## src/rtl/spi_slave_byte_link_pkg.sv

```systemverilog
// Shared types and widths for the SPI peripheral-side byte link.
package spi_slave_byte_link_pkg;
  localparam int BYTE_W = 8;
  localparam int CNT_W  = 4;

  typedef enum logic {
    IDLE   = 1'b0,
    ACTIVE = 1'b1
  } link_state_e;
endpackage

```

## src/rtl/spi_slave_byte_link_if.sv

```systemverilog
// Controller-side byte bus between the main control block (master) and the SPI link (slave).
interface spi_slave_byte_link_if;
  import spi_slave_byte_link_pkg::*;

  logic [BYTE_W-1:0] byte_to_spi;
  logic              spi_start;
  logic [BYTE_W-1:0] byte_from_spi;
  logic              spi_input_valid;
  logic              spi_busy;
  logic              tx_underrun;
  logic              frame_error;

  modport master (
    output byte_to_spi, spi_start,
    input  byte_from_spi, spi_input_valid, spi_busy, tx_underrun, frame_error
  );

  modport slave (
    input  byte_to_spi, spi_start,
    output byte_from_spi, spi_input_valid, spi_busy, tx_underrun, frame_error
  );
endinterface

```

## src/rtl/spi_slave_byte_link_input_sync.sv

```systemverilog
// N-stage synchroniser for an asynchronous SPI pin with edge strobes taken from the last two stages.
module spi_slave_byte_link_input_sync #(
  parameter int   STAGES    = 2,
  parameter logic RESET_VAL = 1'b0
) (
  input  logic clk,
  input  logic rst_n,
  input  logic async_in,
  output logic sync_out,
  output logic rise,
  output logic fall
);
  // chain[0] is the newest sample, chain[STAGES-1] the settled one
  logic [STAGES-1:0] chain;

  always_ff @(posedge clk) begin
    if (!rst_n) chain <= {STAGES{RESET_VAL}};
    else        chain <= {chain[STAGES-2:0], async_in};
  end

  assign sync_out = chain[STAGES-1];
  assign rise     =  chain[STAGES-2] & ~chain[STAGES-1];
  assign fall     = ~chain[STAGES-2] &  chain[STAGES-1];
endmodule

```

## src/rtl/spi_slave_byte_link.sv

```systemverilog
// SPI mode-0 peripheral byte transceiver: oversampled SCLK/CS_n/MOSI, bytes out with a 1-cycle valid,
// TX byte from a holding register shifted onto MISO (IDLE_FILL with an underrun pulse when none pending).
module spi_slave_byte_link
  import spi_slave_byte_link_pkg::*;
#(
  parameter int                SYNC_STAGES = 2,
  parameter logic [BYTE_W-1:0] IDLE_FILL   = 8'h00
) (
  input  logic sysClk,
  input  logic sysRst_n,
  input  logic spi_sclk,
  input  logic spi_cs_n,
  input  logic spi_mosi,
  output logic spi_miso,
  output logic spi_miso_oe,
  spi_slave_byte_link_if.slave ctl
);
  logic sclk_sync_unused, sclk_rise, sclk_fall;
  logic cs_sync, cs_rise, cs_fall;
  logic mosi_sync, mosi_rise_unused, mosi_fall_unused;

  spi_slave_byte_link_input_sync #(.STAGES(SYNC_STAGES), .RESET_VAL(1'b0)) u_sync_sclk (
    .clk(sysClk), .rst_n(sysRst_n), .async_in(spi_sclk),
    .sync_out(sclk_sync_unused), .rise(sclk_rise), .fall(sclk_fall)
  );
  spi_slave_byte_link_input_sync #(.STAGES(SYNC_STAGES), .RESET_VAL(1'b1)) u_sync_cs (
    .clk(sysClk), .rst_n(sysRst_n), .async_in(spi_cs_n),
    .sync_out(cs_sync), .rise(cs_rise), .fall(cs_fall)
  );
  spi_slave_byte_link_input_sync #(.STAGES(SYNC_STAGES), .RESET_VAL(1'b0)) u_sync_mosi (
    .clk(sysClk), .rst_n(sysRst_n), .async_in(spi_mosi),
    .sync_out(mosi_sync), .rise(mosi_rise_unused), .fall(mosi_fall_unused)
  );

  link_state_e       state, state_nxt;
  logic [BYTE_W-1:0] tx_shift, tx_nxt;
  logic [BYTE_W-1:0] rx_shift, rx_nxt;
  logic [BYTE_W-1:0] tx_hold, hold_nxt;
  logic [BYTE_W-1:0] rx_byte, rx_byte_nxt;
  logic [CNT_W-1:0]  bit_cnt, cnt_nxt, cnt_inc;
  logic              tx_pending, pending_nxt;
  logic              valid_q, valid_nxt;
  logic              underrun_q, underrun_nxt;
  logic              ferr_q, ferr_nxt;
  logic              miso_q, miso_nxt;
  logic              load;
  logic [BYTE_W-1:0] load_byte;

  assign cnt_inc = bit_cnt + 4'd1;

  always_comb begin
    state_nxt    = state;
    tx_nxt       = tx_shift;
    rx_nxt       = rx_shift;
    hold_nxt     = tx_hold;
    rx_byte_nxt  = rx_byte;
    cnt_nxt      = bit_cnt;
    pending_nxt  = tx_pending;
    valid_nxt    = 1'b0;
    underrun_nxt = 1'b0;
    ferr_nxt     = 1'b0;
    miso_nxt     = miso_q;
    load         = 1'b0;
    load_byte    = IDLE_FILL;

    if (ctl.spi_start) begin
      hold_nxt    = ctl.byte_to_spi;
      pending_nxt = 1'b1;
    end

    case (state)
      IDLE: begin
        if (cs_fall) begin
          state_nxt = ACTIVE;
          cnt_nxt   = '0;
          load      = 1'b1;
        end
      end
      ACTIVE: begin
        // CS release takes priority over any SCLK edge seen in the same cycle
        if (cs_rise) begin
          state_nxt = IDLE;
          cnt_nxt   = '0;
          ferr_nxt  = (bit_cnt != '0);
        end else if (sclk_rise) begin
          rx_nxt = {rx_shift[BYTE_W-2:0], mosi_sync};
          if (cnt_inc == 4'd8) begin
            cnt_nxt     = '0;
            rx_byte_nxt = {rx_shift[BYTE_W-2:0], mosi_sync};
            valid_nxt   = 1'b1;
          end else begin
            cnt_nxt = cnt_inc;
          end
        end else if (sclk_fall) begin
          if (bit_cnt != '0) begin
            tx_nxt   = {tx_shift[BYTE_W-2:0], 1'b0};
            miso_nxt = tx_shift[BYTE_W-2];
          end else begin
            load = 1'b1;
          end
        end
      end
      default: state_nxt = IDLE;
    endcase

    // A start strobe coinciding with a load supplies the loaded byte directly
    if (load) begin
      if (ctl.spi_start)   load_byte = ctl.byte_to_spi;
      else if (tx_pending) load_byte = tx_hold;
      else                 underrun_nxt = 1'b1;
      tx_nxt      = load_byte;
      miso_nxt    = load_byte[BYTE_W-1];
      pending_nxt = 1'b0;
    end
  end

  always_ff @(posedge sysClk) begin
    if (!sysRst_n) begin
      state      <= IDLE;
      tx_shift   <= '0;
      rx_shift   <= '0;
      tx_hold    <= '0;
      rx_byte    <= '0;
      bit_cnt    <= '0;
      tx_pending <= 1'b0;
      valid_q    <= 1'b0;
      underrun_q <= 1'b0;
      ferr_q     <= 1'b0;
      miso_q     <= 1'b0;
    end else begin
      state      <= state_nxt;
      tx_shift   <= tx_nxt;
      rx_shift   <= rx_nxt;
      tx_hold    <= hold_nxt;
      rx_byte    <= rx_byte_nxt;
      bit_cnt    <= cnt_nxt;
      tx_pending <= pending_nxt;
      valid_q    <= valid_nxt;
      underrun_q <= underrun_nxt;
      ferr_q     <= ferr_nxt;
      miso_q     <= miso_nxt;
    end
  end

  assign spi_miso            = miso_q;
  assign spi_miso_oe         = ~cs_sync;
  assign ctl.spi_busy        = ~cs_sync;
  assign ctl.byte_from_spi   = rx_byte;
  assign ctl.spi_input_valid = valid_q;
  assign ctl.tx_underrun     = underrun_q;
  assign ctl.frame_error     = ferr_q;
endmodule

```

## src/flat_wrapper.sv

```systemverilog
// flat-port wrapper written by rule: the top's interface ports become plain ports
module spi_slave_byte_link_flat import spi_slave_byte_link_pkg::*;
#(
  parameter int                SYNC_STAGES = 2,
  parameter logic [BYTE_W-1:0] IDLE_FILL   = 8'h00
)
  (sysClk, sysRst_n, spi_sclk, spi_cs_n, spi_mosi, spi_miso, spi_miso_oe, ctl_byte_to_spi, ctl_spi_start, ctl_byte_from_spi, ctl_spi_input_valid, ctl_spi_busy, ctl_tx_underrun, ctl_frame_error);
  spi_slave_byte_link_if ctl_i ();
  input  logic sysClk;
  input  logic sysRst_n;
  input  logic spi_sclk;
  input  logic spi_cs_n;
  input  logic spi_mosi;
  output logic spi_miso;
  output logic spi_miso_oe;
  input wire logic [$bits(ctl_i.byte_to_spi)-1:0] ctl_byte_to_spi;
  input wire logic [$bits(ctl_i.spi_start)-1:0] ctl_spi_start;
  output wire logic [$bits(ctl_i.byte_from_spi)-1:0] ctl_byte_from_spi;
  output wire logic [$bits(ctl_i.spi_input_valid)-1:0] ctl_spi_input_valid;
  output wire logic [$bits(ctl_i.spi_busy)-1:0] ctl_spi_busy;
  output wire logic [$bits(ctl_i.tx_underrun)-1:0] ctl_tx_underrun;
  output wire logic [$bits(ctl_i.frame_error)-1:0] ctl_frame_error;
  assign ctl_i.byte_to_spi = ctl_byte_to_spi;
  assign ctl_i.spi_start = ctl_spi_start;
  assign ctl_byte_from_spi = ctl_i.byte_from_spi;
  assign ctl_spi_input_valid = ctl_i.spi_input_valid;
  assign ctl_spi_busy = ctl_i.spi_busy;
  assign ctl_tx_underrun = ctl_i.tx_underrun;
  assign ctl_frame_error = ctl_i.frame_error;
  spi_slave_byte_link #(.SYNC_STAGES(SYNC_STAGES), .IDLE_FILL(IDLE_FILL)) u_core (.sysClk(sysClk), .sysRst_n(sysRst_n), .spi_sclk(spi_sclk), .spi_cs_n(spi_cs_n), .spi_mosi(spi_mosi), .spi_miso(spi_miso), .spi_miso_oe(spi_miso_oe), .ctl(ctl_i));
endmodule
```

## config.mk

```make
export PLATFORM = sky130hd
export DESIGN_NAME = spi_slave_byte_link_flat
export DESIGN_NICKNAME = d
export VERILOG_FILES = /design/src/rtl/spi_slave_byte_link_pkg.sv /design/src/rtl/spi_slave_byte_link_if.sv /design/src/rtl/spi_slave_byte_link_input_sync.sv /design/src/rtl/spi_slave_byte_link.sv /design/src/flat_wrapper.sv
export SDC_FILE = /design/constraint.sdc
export NUM_CORES = 1
export LEC_CHECK = 0
export CORE_MARGIN = 8
export CORE_UTILIZATION = 50
export CTS_BUF_LIST = sky130_fd_sc_hd__clkbuf_8
export DETAILED_ROUTE_END_ITERATION = 8
export GPL_ROUTABILITY_DRIVEN = 0
export PLACE_DENSITY = 0.74
export SETUP_SLACK_MARGIN = 0.15
export SLEW_MARGIN = 10
export SYNTH_ARGS = -nofsm -noshare
export SYNTH_HDL_FRONTEND = slang
export SYNTH_SLANG_ARGS = --single-unit
```

## constraint.sdc

```tcl
create_clock -name sysClk -period 2.9 [get_ports sysClk]
set_input_delay 0.58 -clock sysClk [delete_from_list [all_inputs] [get_ports sysClk]]
set_output_delay 0.58 -clock sysClk [all_outputs]
set_load 0.1 [all_outputs]
```

==> flow_summary.ini, run 1 <==
[run_status]
status = complete, no violations

[detailed_routing]
first_iter_violations = 92
dr.pass1.iters = 4
vias = 1510
wl_per_cell_um = 12.9
drcViolationCount = 0
viasPerCell = 5.17
drtAntennaViolNets = 0
routed_wl_um = 3770

[cells_and_area]
finalNetCount = 258
final_common_cell = dfxtp_1
drive_gt1_share_pct = 14.9
area_growth_pct = 16.5
most-common-layout-cells = dfxtp_1 (46), mux2i_1 (29), nand2_1 (25)
diodes = 0

[power_and_ir_drop]
p_leak_uw = 0.000991
power_density_mw_per_mm2 = 510
vdd_drop_max_mv = 0.361

[floorplan]
die-area_mm2 = 0.00653
io_pins = 28
core_mm2 = 0.00403
row_count = 23
fp.dieH_um = 80.8
die_w_um = 80.8
initial_core_util_pct = 52.1

[synthesis]
synth_area_per_cell_um2 = 9.58
syn-cell-area_mm2 = 0.00210
synth_edf_count = 0
synth_ff_type = dfxtp_1
synth_cell_type_count = 40
synth_seq_area_share_pct = 43.9
async_reset_ff_share_pct = 0
ys_warn_count = 0
syn_nets = 236
synth_cells = 219
ys_seq_elements = 46

[cts]
cts_buffer_depth = 2
htreeDepth = 2
cts_setup_buffers = 0
numCtsBuffers = 5
hold_buffers = 0
tritoncts = done
clk_pin_slew_worst_paths_ns = 0.08
cts_sinks = 46
cts-resized-gates = 0
clk-insertion-delay-late_ns = 0.29
root_buffer = clkbuf_8

[critical_path]
crit_arrival_ns = 2.00
crit_buf_inv = 0
cp_top_family = simple AND/OR/NAND/NOR gates
crit_chain = nand2b_1, nand3_1, a221o_1, o21ai_0
crit_required_ns = 3.12
crit_type = reg -> reg
crit_path_end_kind = flop
ff2ff_setup_slack_ns = 1.12
crit_path_max_fanout = 11
max_stage_delay_ns = 0.51
critPathLaunchType = flop
worst_path_max_delay_cell = nand3_1

[timing]
rsz0062_at_grt = false
finalHoldViolCount = 0
finalCritPeriodShare_pct = 61.2
slew_viol_final = 0
slew_headroom_pct = 58.4
setup_tns_ns = 0
timing.hold.ws_ns = 0.446
max_freq_ghz = 0.563
worst_slew_pin_slew_ns = 0.623
min_period_ns = 1.78
finClkSkew_ns = 0.00556
setup_viol = 0

[placed_design]
port_buffers = 27
dp_hpwl_um = 2720

[global_route]
grt_overflow = 0
grt_pass1_vias = 1461
grt_start_max_net_pins = 35
grtUsageTotal_pct = 12.5
grt_pass1_wl_um = 6530
antenna_found_initial = 0

[hold_path]
hold_class = reg -> reg

[flow_run]
drv_cap = 0
[layer usage]
| metal | vias up | GRT usage [%] | routed length (um) | part of all wire (%) |
|---|---|---|---|---|
| met2 | 29 | 18.8 | 1680 | 45 |
| li1 | 800 | - | - | - |
| met1 | 679 | 16.1 | 1900 | 51 |
| met3 | 2 | 3.97 | 156 | 4.1 |
| met5 | - | 0 | 0 | 0 |
| met4 | 0 | 5.36 | 27 | 0.72 |
[final timing paths]
check / cells past startpoint / start / end
worst min-delay path: 1 / u_core.u_sync_mosi.chain[0]$_SDFF_PN0_ / u_core.u_sync_mosi.chain[1]$_SDFF_PN0_
worst max register to register: 4 / u_core.u_sync_cs.chain[1]$_SDFF_PN1_ / u_core.bit_cnt[3]$_SDFFE_PN0P_
worst max-delay path: 4 / u_core.u_sync_cs.chain[1]$_SDFF_PN1_ / u_core.bit_cnt[3]$_SDFFE_PN0P_
worst min register to register: 1 / u_core.u_sync_mosi.chain[0]$_SDFF_PN0_ / u_core.u_sync_mosi.chain[1]$_SDFF_PN0_
[registers in the layout, summed over array words and instances (netlist names)]
| signal | cells |
|---|---|
| u_core.bit_cnt | 4 |
| u_core.ctl.spi_input_valid | 1 |
| u_core.rx_shift | 7 |
| u_core.spi_miso | 1 |
| u_core.tx_hold | 8 |
| u_core.state | 1 |
| u_core.ctl.byte_from_spi | 8 |
| u_core.tx_shift | 7 |
| u_core.u_sync_mosi.chain | 2 |
| u_core.u_sync_sclk.chain | 2 |
| u_core.ctl.tx_underrun | 1 |
| u_core.ctl.frame_error | 1 |
| u_core.tx_pending | 1 |
| u_core.u_sync_cs.chain | 2 |
[worst register-to-register path, stage by stage, from the launching register on]
cell,delay [ns]
dfxtp_1,0.41
nand2b_1,0.29
nand3_1,0.51
a221o_1,0.44
o21ai_0,0.07
[cells by family (layout without fill, tap and decap cells)]
kind of cell,count (synthesis),after routing,share of synthesized area (%)
DFF,46,46,43.9
adders and majority gates,3,3,1.79
muxes,29,29,13.8
and+or+nand+nor,84,84,23.1
AOI/OAI and AO/OA,37,37,12.5
buffers and inverters,20,43,4.95
[power breakdown]
part / internal (uW) / total, uW / switching (uW) / leakage (uW)
combinational: 56.7 / 123 / 66.5 / 0.000555
sequential: 652 / 666 / 14.1 / 0.000375
clock: 251 / 456 / 205 / 0.0000607
total: 960 / 1250 / 286 / 0.000991
[through the flow]
stage / setup slack (ns) / util (%) / cells / area, um^2 / total power (uW)
global placement: 0.861 / 58.0 / 284 / 2340 / 804
floorplan: 0.960 / - / 219 / 2100 / 769
CTS: 1.12 / 60.7 / 292 / 2440 / 1260
global route: 0.942 / 60.7 / 292 / 2440 / 1300
detailed placement: 0.844 / 58.0 / 284 / 2340 / 805
finish: 1.12 / 60.7 / 292 / 2440 / 1250
[synthesized netlist by cell type, types with 2 or more instances]
master | n | area (um^2)
a21oi_1 | 9 | 45.0
a22o_1 | 6 | 52.6
a22oi_1 | 2 | 15.0
and2_1 | 9 | 56.3
and3_1 | 2 | 12.5
buf_2 | 5 | 25.0
buf_4 | 2 | 15.0
buf_6 | 2 | 22.5
clkbuf_1 | 7 | 26.3
dfxtp_1 | 46 | 921
ha_1 | 3 | 37.5
inv_1 | 4 | 15.0
mux2i_1 | 29 | 290
nand2_1 | 25 | 93.8
nand2b_1 | 3 | 18.8
nand3_1 | 2 | 10.0
nand3b_1 | 2 | 15.0
nand4_1 | 2 | 12.5
nor2_1 | 3 | 11.3
nor2b_1 | 18 | 113
nor3_1 | 2 | 10.0
o21ai_0 | 9 | 45.0
o22ai_1 | 2 | 12.5
or2_2 | 8 | 50.1
or3_1 | 2 | 12.5
[layout make-up]
cell class / count / area, um^2
multi-input combinational: 153 / 1070
timing repair buffer: 31 / 265
clock buffer: 5 / 68.8
inverter: 4 / 15.0
tap: 50 / 62.6
fill: 351 / 1590
clock inverter: 3 / 37.5
sequential: 46 / 921
Power figures use the tool's default switching activity.
==> inputs of run 2 (changes only) <==
==> constraint.sdc (replaced) <==
create_clock -name sysClk -period 1.7 [get_ports sysClk]
set_input_delay 0.34 -clock sysClk [delete_from_list [all_inputs] [get_ports sysClk]]
set_output_delay 0.34 -clock sysClk [all_outputs]
set_load 0.1 [all_outputs]
==> run 2 against run 1 <==
  * First-iteration DRC count down 28%
  * Count of clock-buffer cells in the layout increased by 1
  * Critical endpoint is now u_core.ctl.byte_from_spi[7]$_SDFFE_PN0P_
  * Routed wire length rose by 27%
  * Total power rose by 68%
  * Global-route usage rose by 1.4 points
  * Largest power group unchanged
==> flow_summary.ini, run 2 (synthesis gave the netlist of run 1 again) <==
[cts]
cts_sinks = 46
root_buffer = clkbuf_8
htreeDepth = 2
clk_pin_slew_worst_paths_ns = 0.09
numCtsBuffers = 5
cts_buffer_depth = 2
tritoncts = done
clk-insertion-delay-late_ns = 0.31

[timing]
setup_viol = 0
finalHoldViolCount = 0
min_period_ns = 1.57
rsz0062_at_grt = true
worst_slew_pin_slew_ns = 0.336
slew_headroom_pct = 77.3
setup_tns_ns = 0
finClkSkew_ns = 0.00508
finalCritPeriodShare_pct = 92.2
slew_viol_final = 0
max_freq_ghz = 0.638

[cells_and_area]
design_area_mm2 = 0.00285
n_fill_cell = 301
final_common_cell = dfxtp_1
final_core_util_pct = 70.8
diodes = 0
instances_no_fill = 307
drive_gt1_share_pct = 29.2
finalNetCount = 273
most-common-layout-cells = dfxtp_1 (40), mux2i_1 (29), nand2_1 (25)
area_growth_pct = 36.0

[detailed_routing]
drtAntennaViolNets = 0
routed_wl_um = 4770
dr.pass1.iters = 4
first_iter_violations = 66
drcViolationCount = 0
wl_per_cell_um = 15.5
vias = 1701
viasPerCell = 5.54

[placed_design]
dp_hpwl_um = 2980
placed_area_mm2 = 0.00256
placed_cells = 289
port_buffers = 27

[power_and_ir_drop]
pwr-share-seq_pct = 54.5
p_leak_uw = 0.00109
p_int_uw = 1560
vdd_drop_max_mv = 0.662
p_clk_share_pct = 33.7
swShare_pct = 25.4
p_comb_share_pct = 11.8
power_density_mw_per_mm2 = 732
switching_power_uw = 531

[critical_path]
critPathLaunchType = flop
ff2ff_setup_slack_ns = 0.13
crit_type = reg -> reg
crit_path_max_fanout = 5
r2r-end = u_core.ctl.byte_from_spi[7]$_SDFFE_PN0P_
crit_path_end_kind = flop
crit_arrival_ns = 1.80
ff2ff_path_depth = 7
crit_required_ns = 1.93
regToRegStartpoint = u_core.bit_cnt[1]$_SDFFE_PN0P_
crit_start = u_core.bit_cnt[1]$_SDFFE_PN0P_

[global_route]
antenna_found_initial = 0
grt_pass1_wl_um = 7230
grt_overflow = 0
grtUsageTotal_pct = 13.9
grt_pass1_vias = 1586
grt_start_max_net_pins = 36

[floorplan]
die_w_um = 80.8
core_mm2 = 0.00403
fp.dieH_um = 80.8
die-area_mm2 = 0.00653
row_count = 23
io_pins = 28
initial_core_util_pct = 52.1

[hold_path]
hold_start = u_core.u_sync_mosi.chain[0]$_SDFF_PN0_
min_to = u_core.u_sync_mosi.chain[1]$_SDFF_PN0_
hold_class = reg -> reg
whs_path_depth = 1

[run_status]
status = complete, no violations

[flow_run]
drv_cap = 0
==> run 2: power groups by stage <==
stage          logic [uW]  clock network, uW  registers, uW
6_report              246                704           1140
5_1_grt               265                761           1140
4_1_cts               240                722           1140
3_5_place_dp          233                  0           1160
3_3_place_gp          229                  0           1160
2_1_floorplan         144                  0           1170
==> run 2: layout make-up <==
| class | count | area (um^2) | area share [%] |
|---|---|---|---|
| clock inverter | 2 | 12.5 | 0.438 |
| inverter | 4 | 18.8 | 0.658 |
| multi-input combinational | 153 | 1170 | 41.0 |
| timing repair buffer | 46 | 572 | 20.0 |
| tap | 50 | 62.6 | 2.19 |
| clock buffer | 6 | 82.6 | 2.89 |
| sequential | 46 | 936 | 32.8 |
==> run 2: how the worst max path moves through the flow <==
| stage | end | depth (start not counted) |
|---|---|---|
| after floorplan | u_core.bit_cnt[0]$_SDFFE_PN0P_ | 5 |
| after global placement | u_core.spi_miso$_SDFFE_PN0P_ | 5 |
| after detailed placement | u_core.spi_miso$_SDFFE_PN0P_ | 5 |
| after CTS | u_core.spi_miso$_SDFFE_PN0P_ | 4 |
| after global routing | u_core.bit_cnt[3]$_SDFFE_PN0P_ | 6 |
| final | u_core.ctl.byte_from_spi[7]$_SDFFE_PN0P_ | 7 |
==> run 2: critical path: stages (launching register included) <==
cell	delay [ns]
dfxtp_4	0.38
buf_6	0.11
ha_4	0.14
and2_1	0.13
nand4_1	0.15
o22ai_4	0.19
buf_6	0.17
mux2i_1	0.22
==> run 2: per-layer routing <==
metal  GRT usage (%)  routed length, um  vias up
met3            4.64                299       14
li1                -                  -      828
met2            21.8               2340       50
met4            6.96                105        0
met1            16.7               2020      809
met5               0                  0        -
==> run 2: timing repair <==
action | in CTS | in global routing
cloned | 0 | 1
setup endpoints to repair | 18 | 25
pin swaps | 0 | 8
setup buffers | 1 | 8
gates resized for setup | 10 | 29
hold buffers | 0 | 0
==> run 2: per-stage QoR <==
stage / hold WS (ns) / total power (uW) / setup slack [ns]
finish: 0.432 / 2090 / 0.133
global route: 0.439 / 2170 / 0.0443
CTS: 0.434 / 2100 / 0.171
detailed placement: 0.419 / 1400 / -0.120
global placement: 0.417 / 1390 / -0.0436
floorplan: 0.412 / 1310 / -0.105
